**src/rtl/clk_div_ctrl_if.sv**
```systemverilog
// Ratio configuration channel for clk_div_ctrl.
// Valid/ready transfer of a divide ratio plus an illegal-ratio flag.
interface clk_div_ctrl_if #(
    parameter int CNT_W = 8
);
    logic             cfg_valid;
    logic [CNT_W-1:0] cfg_div;
    logic             cfg_ready;
    logic             cfg_err;

    modport master (
        output cfg_valid,
        output cfg_div,
        input  cfg_ready,
        input  cfg_err
    );

    modport slave (
        input  cfg_valid,
        input  cfg_div,
        output cfg_ready,
        output cfg_err
    );
endinterface

```
**src/rtl/clk_div_ctrl.sv**
```systemverilog
// Run-time divide-ratio controller for the divided clock path.
// Ratios swap only at period wraps so clk_div never shows a runt.
module clk_div_ctrl #(
    parameter int CNT_W       = 8,
    parameter int DEFAULT_DIV = 5
) (
    input  logic             clk,
    input  logic             rst_n,
    input  logic             enable,
    clk_div_ctrl_if.slave    cfg,
    output logic [CNT_W-1:0] cur_div,
    output logic             div_active,
    output logic             tick,
    output logic             clk_div
);

    typedef enum logic [1:0] {IDLE, RUN, PEND} state_t;

    state_t           state;
    state_t           state_nx;
    logic [CNT_W-1:0] cnt;
    logic [CNT_W-1:0] pend_div;
    logic [CNT_W-1:0] last;
    logic             xfer;
    logic             legal;
    logic             xfer_ok;
    logic             wrap;
    logic             clk_pose;
    logic             clk_nege;
    logic             phase_odd;

    assign xfer    = cfg.cfg_valid && cfg.cfg_ready;
    assign legal   = cfg.cfg_div >= CNT_W'(2);
    assign xfer_ok = xfer && legal;
    assign last    = cur_div - CNT_W'(1);
    assign wrap    = (state != IDLE) && (cnt == last);

    // State register.
    always_ff @(posedge clk or negedge rst_n) begin
        if (!rst_n) begin
            state <= IDLE;
        end else begin
            state <= state_nx;
        end
    end

    // Next state: stop and ratio swaps are only honoured at the wrap.
    always_comb begin
        state_nx = state;
        unique case (state)
            IDLE: if (enable) state_nx = RUN;
            RUN: begin
                if (wrap) begin
                    state_nx = enable ? RUN : IDLE;
                end else if (xfer_ok) begin
                    state_nx = PEND;
                end
            end
            PEND: if (wrap) state_nx = enable ? RUN : IDLE;
            default: state_nx = IDLE;
        endcase
    end

    // Outputs decoded from state.
    always_comb begin
        cfg.cfg_ready = (state != PEND);
        div_active    = (state != IDLE);
    end

    // Ratio in effect and waiting ratio; a RUN transfer on the wrap applies at once.
    always_ff @(posedge clk or negedge rst_n) begin
        if (!rst_n) begin
            cur_div  <= CNT_W'(DEFAULT_DIV);
            pend_div <= '0;
        end else begin
            if (xfer_ok) pend_div <= cfg.cfg_div;
            if (state == IDLE) begin
                if (xfer_ok) cur_div <= cfg.cfg_div;
            end else if (wrap) begin
                if (state == PEND) begin
                    cur_div <= pend_div;
                end else if (xfer_ok) begin
                    cur_div <= cfg.cfg_div;
                end
            end
        end
    end

    // Period counter, held at zero while idle.
    always_ff @(posedge clk or negedge rst_n) begin
        if (!rst_n) begin
            cnt <= '0;
        end else if (state == IDLE || wrap) begin
            cnt <= '0;
        end else begin
            cnt <= cnt + CNT_W'(1);
        end
    end

    // Illegal ratio flag, one cycle after the offending transfer.
    always_ff @(posedge clk or negedge rst_n) begin
        if (!rst_n) begin
            cfg.cfg_err <= 1'b0;
        end else begin
            cfg.cfg_err <= xfer && !legal;
        end
    end

    // Rising-edge phase, period tick and parity, all one cycle behind cnt.
    always_ff @(posedge clk or negedge rst_n) begin
        if (!rst_n) begin
            clk_pose  <= 1'b0;
            tick      <= 1'b0;
            phase_odd <= 1'b0;
        end else begin
            clk_pose  <= div_active && (cnt < (cur_div >> 1));
            tick      <= div_active && (cnt == '0);
            phase_odd <= cur_div[0];
        end
    end

    // Half-cycle extension of the high phase for odd ratios.
    always_ff @(negedge clk or negedge rst_n) begin
        if (!rst_n) begin
            clk_nege <= 1'b0;
        end else begin
            clk_nege <= clk_pose;
        end
    end

    assign clk_div = phase_odd ? (clk_pose | clk_nege) : clk_pose;

endmodule

```
**src/flat_wrapper.sv**
```systemverilog
// flat-port wrapper written by rule: the top's interface ports become plain ports
module clk_div_ctrl_flat 
#(
    parameter int CNT_W       = 8,
    parameter int DEFAULT_DIV = 5
)
  (clk, rst_n, enable, cur_div, div_active, tick, clk_div, cfg_cfg_valid, cfg_cfg_div, cfg_cfg_ready, cfg_cfg_err);
  clk_div_ctrl_if #(.CNT_W(CNT_W)) cfg_i ();
  input  logic clk;
  input  logic rst_n;
  input  logic enable;
  output logic [CNT_W-1:0] cur_div;
  output logic div_active;
  output logic tick;
  output logic clk_div;
  input wire logic [$bits(cfg_i.cfg_valid)-1:0] cfg_cfg_valid;
  input wire logic [$bits(cfg_i.cfg_div)-1:0] cfg_cfg_div;
  output wire logic [$bits(cfg_i.cfg_ready)-1:0] cfg_cfg_ready;
  output wire logic [$bits(cfg_i.cfg_err)-1:0] cfg_cfg_err;
  assign cfg_i.cfg_valid = cfg_cfg_valid;
  assign cfg_i.cfg_div = cfg_cfg_div;
  assign cfg_cfg_ready = cfg_i.cfg_ready;
  assign cfg_cfg_err = cfg_i.cfg_err;
  clk_div_ctrl #(.CNT_W(CNT_W), .DEFAULT_DIV(DEFAULT_DIV)) u_core (.clk(clk), .rst_n(rst_n), .enable(enable), .cfg(cfg_i), .cur_div(cur_div), .div_active(div_active), .tick(tick), .clk_div(clk_div));
endmodule
```
**config.mk**
```make
export PLATFORM = sky130hd
export DESIGN_NAME = clk_div_ctrl_flat
export DESIGN_NICKNAME = d
export VERILOG_FILES = /design/src/rtl/clk_div_ctrl_if.sv /design/src/rtl/clk_div_ctrl.sv /design/src/flat_wrapper.sv
export SDC_FILE = /design/constraint.sdc
export NUM_CORES = 1
export LEC_CHECK = 0
export BUFFER_PORTS_ARGS = -buffer_cell sky130_fd_sc_hd__buf_2
export CELL_PAD_IN_SITES_DETAIL_PLACEMENT = 1
export CELL_PAD_IN_SITES_GLOBAL_PLACEMENT = 1
export CORE_UTILIZATION = 40
export CTS_BUF_LIST = sky130_fd_sc_hd__clkbuf_16
export DETAILED_ROUTE_END_ITERATION = 10
export PLACE_DENSITY_LB_ADDON = 0.1
export SETUP_SLACK_MARGIN = 0.4
export SKIP_LAST_GASP = 1
export SLEW_MARGIN = 30
export SYNTH_ARGS = -nofsm -noshare
export SYNTH_HDL_FRONTEND = slang
export SYNTH_SLANG_ARGS = --single-unit
```
**constraint.sdc**
```tcl
create_clock -name clk -period 4 [get_ports clk]
set_input_delay 0.2 -clock clk [delete_from_list [all_inputs] [get_ports clk]]
set_output_delay 0.2 -clock clk [all_outputs]
set_load 0.01 [all_outputs]
```
==> results of run 1 <==
-- routing by layer --
metal | vias up | share of wire [%]
met1 | 747 | 47
met3 | 4 | 2.3
met2 | 19 | 50
met4 | 0 | 0.69
li1 | 698 | -
met5 | - | 0
-- registers in the layout, summed over array words and instances, names as in the netlist --
name and flops:
u_core.cfg.cfg_err 1, u_core.clk_nege 1, u_core.clk_pose 1, u_core.cnt 8, u_core.cur_div 8, u_core.pend_div 8, u_core.phase_odd 1, u_core.state 2
u_core.tick 1
-- cells in the mapped netlist (2+ instances only) --
library cell,count
a21o_1,6
a21oi_1,6
a22oi_1,7
and3_1,5
and3b_1,2
clkbuf_1,2
dfrtp_1,28
dfstp_2,2
ha_1,9
inv_1,13
mux2_2,5
nand2_1,11
nand2b_1,3
nand3_1,7
nor2_1,13
nor3_1,4
nor4_1,4
o21a_1,2
o21ai_0,2
o2bb2ai_1,8
xnor2_1,5
xor2_1,9
-- power by group through the flow --
stage	combinational (mW)	sequential, mW	clock, mW
after floorplan	0.525	0.567	0
after global placement	0.709	0.590	0
after detailed placement	0.751	0.601	0
after CTS	0.759	0.599	0.358
after global routing	0.839	0.617	0.373
final	0.748	0.598	0.348
-- worst paths after layout --
path / cells past startpoint / to / slack, ps / start
min in group clk: 3 / u_core.pend_div[0] / 160 / cfg_cfg_div[0]
setup / recovery: 2 / clk_div / 920 / u_core.clk_nege
setup reg to reg: 8 / u_core.cnt[7] / 1370 / u_core.cur_div[0]
max in group asynchronous: 1 / u_core.clk_nege / 2280 / rst_n
hold / removal: 2 / u_core.cur_div[4] / -7 / rst_n
hold reg to reg: 0 / u_core.phase_odd / 480 / u_core.cur_div[0]
-- through the flow --
step / instances / cell area (sq um)
finish: 258 / 2092
global placement: 250 / 1954
global route: 258 / 2092
floorplan: 177 / 1772
CTS: 258 / 2092
detailed placement: 250 / 1954
-- area by class of cell --
| type | count | area, sq um |
|---|---|---|
| flip-flops and latches | 31 | 778.2 |
| repair buffers | 25 | 127.6 |
| fillers | 485 | 2023 |
| clock inverters | 3 | 12.51 |
| multi-input cells | 130 | 933.4 |
| inverters | 14 | 52.55 |
| well taps | 50 | 62.56 |
| clock buffers | 5 | 125.1 |
-- cells by family after synthesis --
kind of cell	after synthesis
XOR/XNOR	14
adder cells (fa/ha/maj)	9
AND/OR/NAND/NOR	58
flip-flops	31
buffers and inverters	16
AO/OA/AOI/OAI	43
multiplexers	6
-- worst max-delay path: stages, from the launching register on --
cell     delay, ps
dfrtn_1        320
a21o_1         140
buf_2          130
==> impl_metrics.py, run 1 <==
metrics = {
    "status": {
        "status": "finished with violations",
        "failed_checks": "negative hold slack",
    },
    "timing": {
        "tightestPinTransition_ps": 720.6,
        "fin_ws_ps": 918.4,
        "hold_violations": 7,
        "whs_ps": -7.456,
        "rsz0062_at_grt": "no",
        "relSlewSlack_pct": 51.86,
        "drv_slew": 0,
        "totalNegativeSetupSlack_ps": 0,
        "setup_violations": 0,
        "fin_worst_skew_ps": 25.00,
    },
    "floorplan": {
        "initial_core_util_pct": 43.05,
        "die_area_sq_um": 4699,
        "core-area_sq_um": 4115,
        "fp-row-count": 23,
        "die_y_um": 68.55,
        "ioPinCount": 25,
        "fp.dieW_um": 68.55,
    },
    "cells_and_area": {
        "antenna_cells": 0,
        "area_growth_pct": 18.08,
        "final_common_cell": "dfrtp_1",
        "finalNetCount": 228,
        "mostFrequentLayoutCells": "dfrtp_1, buf_2, inv_1, nor2_1, nand2_1",
        "drive_gt1_share_pct": 21.63,
        "fin_util_pct": 50.84,
    },
    "synth": {
        "synth_top_area_share_pct": 39.55,
        "ys.flop_type": "dfrtp_1",
        "avgSynthCellArea_sq_um": 10.01,
        "synth_simple_gate_area_share_pct": 17.44,
        "syn_area_sq_um": 1772,
        "synth-compound-area-share_pct": 18.22,
        "muxShareOfSynthArea_pct": 3.743,
        "synth_xor_area_share_pct": 6.921,
        "ys_ff_latch": 31,
        "syn_inst": 177,
        "synth_nets": 198,
        "ys_seq_area_share_pct": 43.93,
        "yosys.area.top_type": "dfrtp_1",
        "synthAdderAreaFrac_pct": 6.356,
        "async_reset_ff_share_pct": 100.0,
        "yosysUniqueCellTypes": 46,
        "synth-warning-count": 0,
        "synth_top_family_by_area": "compound AO/OA/AOI/OAI gates",
        "synth_edf_count": 0,
        "synth.area.top_cells": "dfrtp_1, ha_1, xor2_1",
    },
    "pwr": {
        "switching_power_mw": 0.7014,
        "internal-power_mw": 0.9920,
        "power_mw": 1.693,
        "power_frac_seq_pct": 35.3,
        "p_comb_share_pct": 44.2,
        "clockPowerShare_pct": 20.5,
        "power_density_nw_per_um2": 809.4,
        "ir_drop_uv": 297.4,
        "swShare_pct": 41.42,
        "p_leak_nw": 1.034,
    },
    "flow_run": {
        "cap_violations": 0,
    },
    "clocking": {
        "cts_root_buffer": "clkbuf_16",
        "cts_buffers": 5,
        "postCtsSetupRepairBufs": 0,
        "cts_hold_buf": 0,
        "cts_tree": "yes",
        "post_cts_resized": 0,
        "h-tree-depth": 2,
        "clk_latency_ps": 290,
        "clkTransAtPathRegs_ps": 50,
        "cts.sinks": 31,
        "clockBufferDepth": 2,
    },
    "placed_design": {
        "globalplace.congestion": 0.7705,
        "dp_hpwl_um": 3469,
        "io_buffers": 24,
        "pre_cts_ws_ps": 1223,
    },
    "global_routing": {
        "grt_pass1_wl_um": 7672,
        "antenna_found_initial": 0,
        "grt_use_met1_pct": 30.04,
        "gr-total-overflow": 0,
        "grt_max_degree": 31,
        "track_usage_pct": 22.91,
        "grt_util_met2_pct": 39.09,
        "grt_pass1_vias": 1509,
        "grt.busiest_layer": "met2",
        "met3_usage_pct": 3.947,
    },
    "setup_path": {
        "start_kind": "flop",
        "worstPathArrival_ps": 2880,
        "cp_max_fo": 1,
        "path_class": "flop to primary output",
        "cp.required_ps": 3800,
        "end_kind": "primary output",
    },
    "route": {
        "drc": 0,
        "wl_um": 4644,
        "viasPerCell": 5.690,
        "drt-initial-drc-count": 96,
        "vias": 1468,
        "ant_nets": 0,
        "wl_per_cell_um": 18.00,
        "drtPass1Iterations": 6,
    },
    "worst_hold_path": {
        "worst_hold_path_type": "primary input to asynchronous set/reset pin",
    },
}
(Power assumes the default switching activity.)
==> run 2: changes to the inputs <==
--- a/config.mk
+++ b/config.mk
@@ -5,6 +5,7 @@
 export SDC_FILE = /design/constraint.sdc
 export NUM_CORES = 1
 export LEC_CHECK = 0
+export ABC_AREA = 1
 export BUFFER_PORTS_ARGS = -buffer_cell sky130_fd_sc_hd__buf_2
 export CELL_PAD_IN_SITES_DETAIL_PLACEMENT = 1
 export CELL_PAD_IN_SITES_GLOBAL_PLACEMENT = 1
==> constraint.sdc (replaced) <==
create_clock -name clk -period 2.9 [get_ports clk]
set_input_delay 0.145 -clock clk [delete_from_list [all_inputs] [get_ports clk]]
set_output_delay 0.145 -clock clk [all_outputs]
set_load 0.01 [all_outputs]
==> run 2 against run 1 <==
The run now ends clean; synthesized area rose by 7.5%; largest power group is now the clock network; sequential power fell by 26%; clock skew fell by 2.5 ps; wire length rose by 2.0%; critical path type unchanged; critical endpoint unchanged; clock power rose by 41%.
==> impl_metrics.py, run 2 <==
metrics = {
    "synth": {
        "synthAdderAreaFrac_pct": 5.913,
        "ys_ff_latch": 31,
        "synth_top_area_share_pct": 36.79,
        "synth_simple_gate_area_share_pct": 35.35,
        "syn_inst": 258,
        "synth.most_common_cell": "nand2_1",
        "synth_edf_count": 0,
        "synth_xor_area_share_pct": 4.862,
        "synth_nets": 279,
        "ys.flop_type": "dfrtp_1",
        "ys_seq_area_share_pct": 40.87,
        "yosysUniqueCellTypes": 34,
        "yosys.area.top_type": "dfrtp_1",
        "synthTopCellsByCount": "nand2_1, dfrtp_1, nor2_1, inv_1, nand3_1",
        "avgSynthCellArea_sq_um": 7.381,
        "synth.area.top_cells": "dfrtp_1, nand2_1, ha_1",
        "muxShareOfSynthArea_pct": 0,
        "async_reset_ff_share_pct": 100.0,
        "syn_area_sq_um": 1904,
        "synth-compound-area-share_pct": 4.993,
        "synth-warning-count": 0,
        "synth_top_family_by_area": "simple AND/OR/NAND/NOR gates",
    },
    "route": {
        "drt-initial-drc-count": 90,
        "wl_um": 4737,
        "drtPass1Iterations": 6,
        "vias": 1702,
        "drc": 0,
        "wl_per_cell_um": 13.97,
        "viasPerCell": 5.021,
        "ant_nets": 0,
    },
    "setup_path": {
        "cpPeakStageDelay_ps": 320,
        "cp.required_ps": 2760,
        "start_kind": "flop",
        "r2r-start": "u_core.cur_div[0]",
        "crit_path_top_delay_cell": "dfrtn_1",
        "reg2reg_to": "u_core.state[0]",
        "end_kind": "primary output",
        "cp_cell_sequence": "a21o_1 > buf_2",
        "path_class": "flop to primary output",
        "cp_max_fo": 1,
        "r2r_slack_ps": 680,
        "critPathTopFamily": "flip-flops",
        "worstPathArrival_ps": 2350,
        "path_buf_inv": 1,
        "reg2reg_depth": 11,
    },
    "global_routing": {
        "grt_pass1_vias": 1778,
        "grt_max_degree": 31,
        "gr-total-overflow": 0,
        "track_usage_pct": 21.68,
        "grt_pass1_wl_um": 8307,
        "antenna_found_initial": 0,
    },
    "clocking": {
        "clkTransAtPathRegs_ps": 50,
        "post_cts_resized": 0,
        "cts_root_buffer": "clkbuf_16",
        "clk_latency_ps": 300,
        "cts.sinks": 31,
        "cts_buffers": 5,
        "clockBufferDepth": 2,
        "h-tree-depth": 2,
        "postCtsSetupRepairBufs": 0,
        "cts_tree": "yes",
    },
    "timing": {
        "totalNegativeSetupSlack_ps": 0,
        "hold_violations": 0,
        "relSlewSlack_pct": 69.09,
        "drv_slew": 0,
        "fin_worst_skew_ps": 22.52,
        "setup_violations": 0,
        "tightestPinTransition_ps": 463.1,
        "rsz0062_at_grt": "yes",
    },
    "floorplan": {
        "die_area_sq_um": 5041,
        "initial_core_util_pct": 42.56,
        "core-area_sq_um": 4474,
        "die_y_um": 71,
        "fp.dieW_um": 71,
        "ioPinCount": 25,
        "fp-row-count": 24,
    },
    "cells_and_area": {
        "stdcell_area_sq_um": 2193,
        "finalNetCount": 307,
        "final_common_cell": "nand2_1",
        "multi_input_area_sq_um": 973.4,
        "reg.largest.list": "u_core.cnt: 8 flops, u_core.cur_div: 8 flops, u_core.pend_div: 8 flops",
        "drive_gt1_share_pct": 14.29,
        "fin_cells": 339,
        "mostFrequentLayoutCells": "nand2_1, dfrtp_1, nor2_1, buf_2, inv_1",
        "area_growth_pct": 15.18,
        "antenna_cells": 0,
        "fillers": 585,
        "seq_area_sq_um": 778.2,
    },
    "worst_hold_path": {
        "worstHoldPathCells": 3,
        "hold_end": "u_core.pend_div[0]",
        "worst_hold_path_type": "primary input to flop",
        "worstHoldStart": "cfg_cfg_div[0]",
    },
    "placed_design": {
        "dp_hpwl_um": 3489,
        "io_buffers": 24,
        "globalplace.congestion": 0.8024,
        "dp_cells": 330,
        "place_area_sq_um": 2046,
    },
    "pwr": {
        "p_leak_nw": 1.211,
        "power_density_nw_per_um2": 440.3,
        "ir_drop_uv": 249.3,
        "power_mw": 0.9657,
    },
    "flow_run": {
        "cap_violations": 0,
    },
    "status": {
        "status": "completed",
    },
}
==> run 2: changes by cell type in the layout (fill, tap and decap cells not counted), sizes merged, moves of 4 or more <==
| cell | before | now |
|---|---|---|
| a21o | 6 | 2 |
| a22oi | 7 | 0 |
| and3 | 5 | 0 |
| inv | 16 | 24 |
| mux2 | 5 | 0 |
| nand2 | 11 | 108 |
| nand3 | 7 | 16 |
| nor2 | 13 | 28 |
| nor4 | 5 | 1 |
| o2bb2ai | 8 | 0 |
==> run 2: area by class of cell <==
class | count | share of cell area, %
Sequential cell | 31 | 35.48
Clock inverter | 3 | 0.5705
Tap cell | 52 | 2.966
Clock buffer | 5 | 5.705
Inverter | 25 | 4.278
Timing Repair Buffer | 27 | 6.617
Multi-Input combinational cell | 196 | 44.38
==> run 2: per-stage QoR <==
| step | hold slack, ps | utilization, % | setup slack, ps |
|---|---|---|---|
| detailed placement | 238.3 | 45.72 | 675.6 |
| floorplan | -150.6 | - | 802.0 |
| CTS | 78.19 | 49.02 | 394.6 |
| global placement | 244.7 | 45.72 | 723.9 |
| finish | 85.15 | 49.02 | 406.9 |
| global route | 105.5 | 49.02 | 381.4 |
==> run 2: per-layer routing <==
layer | GRT usage, % | up-vias | part of all wire, %
li1 | - | 863 | -
met1 | 28.18 | 812 | 49
met2 | 34.94 | 21 | 46
met3 | 6.410 | 6 | 3.0
met4 | 6.667 | 0 | 1.3
met5 | 0 | - | 0
==> run 2: worst max path at each step <==
stage	slack, ps	start	end	depth (start not counted)
after floorplan	800	u_core.clk_nege	clk_div	1
after global placement	720	u_core.clk_nege	clk_div	2
after detailed placement	680	u_core.cur_div[0]	u_core.cur_div[5]	11
after CTS	390	u_core.clk_nege	clk_div	2
after global routing	380	u_core.clk_nege	clk_div	2
final	410	u_core.clk_nege	clk_div	2
==> run 2: what timing repair did <==
item / in CTS / in global routing
pin swaps: 0 / 0
endpoints found under the hold margin: 28 / 0
setup endpoints to repair: 1 / 1
hold buffers: 1 / 0
==> run 2: worst reg2reg max path, cell delays in order (launching register included) <==
cell	delay [ps]
dfstp_2	610
inv_1	90
ha_1	300
or2_2	270
nand3_1	80
nor2_1	40
nand2_1	70
nor2_2	40
nand3_2	230
nand2_4	200
nand2_1	110
nand2_1	50
==> run 2: kinds of logic (layout without fill, tap and decap cells) <==
group	Yosys count	in the layout
flops	31	31
simple gates	163	163
fa+ha+maj	9	9
buf+inv	31	60
compound gates	15	15
xor+xnor	9	9
==> run 2: report_power, final <==
part | total [mW] | internal, mW | leakage (nW) | switching [mW]
registers | 0.442 | 0.439 | 0.351 | 0.00308
logic | 0.0316 | 0.0130 | 0.788 | 0.0186
clock network | 0.492 | 0.309 | 0.0724 | 0.182
total | 0.966 | 0.762 | 1.21 | 0.204
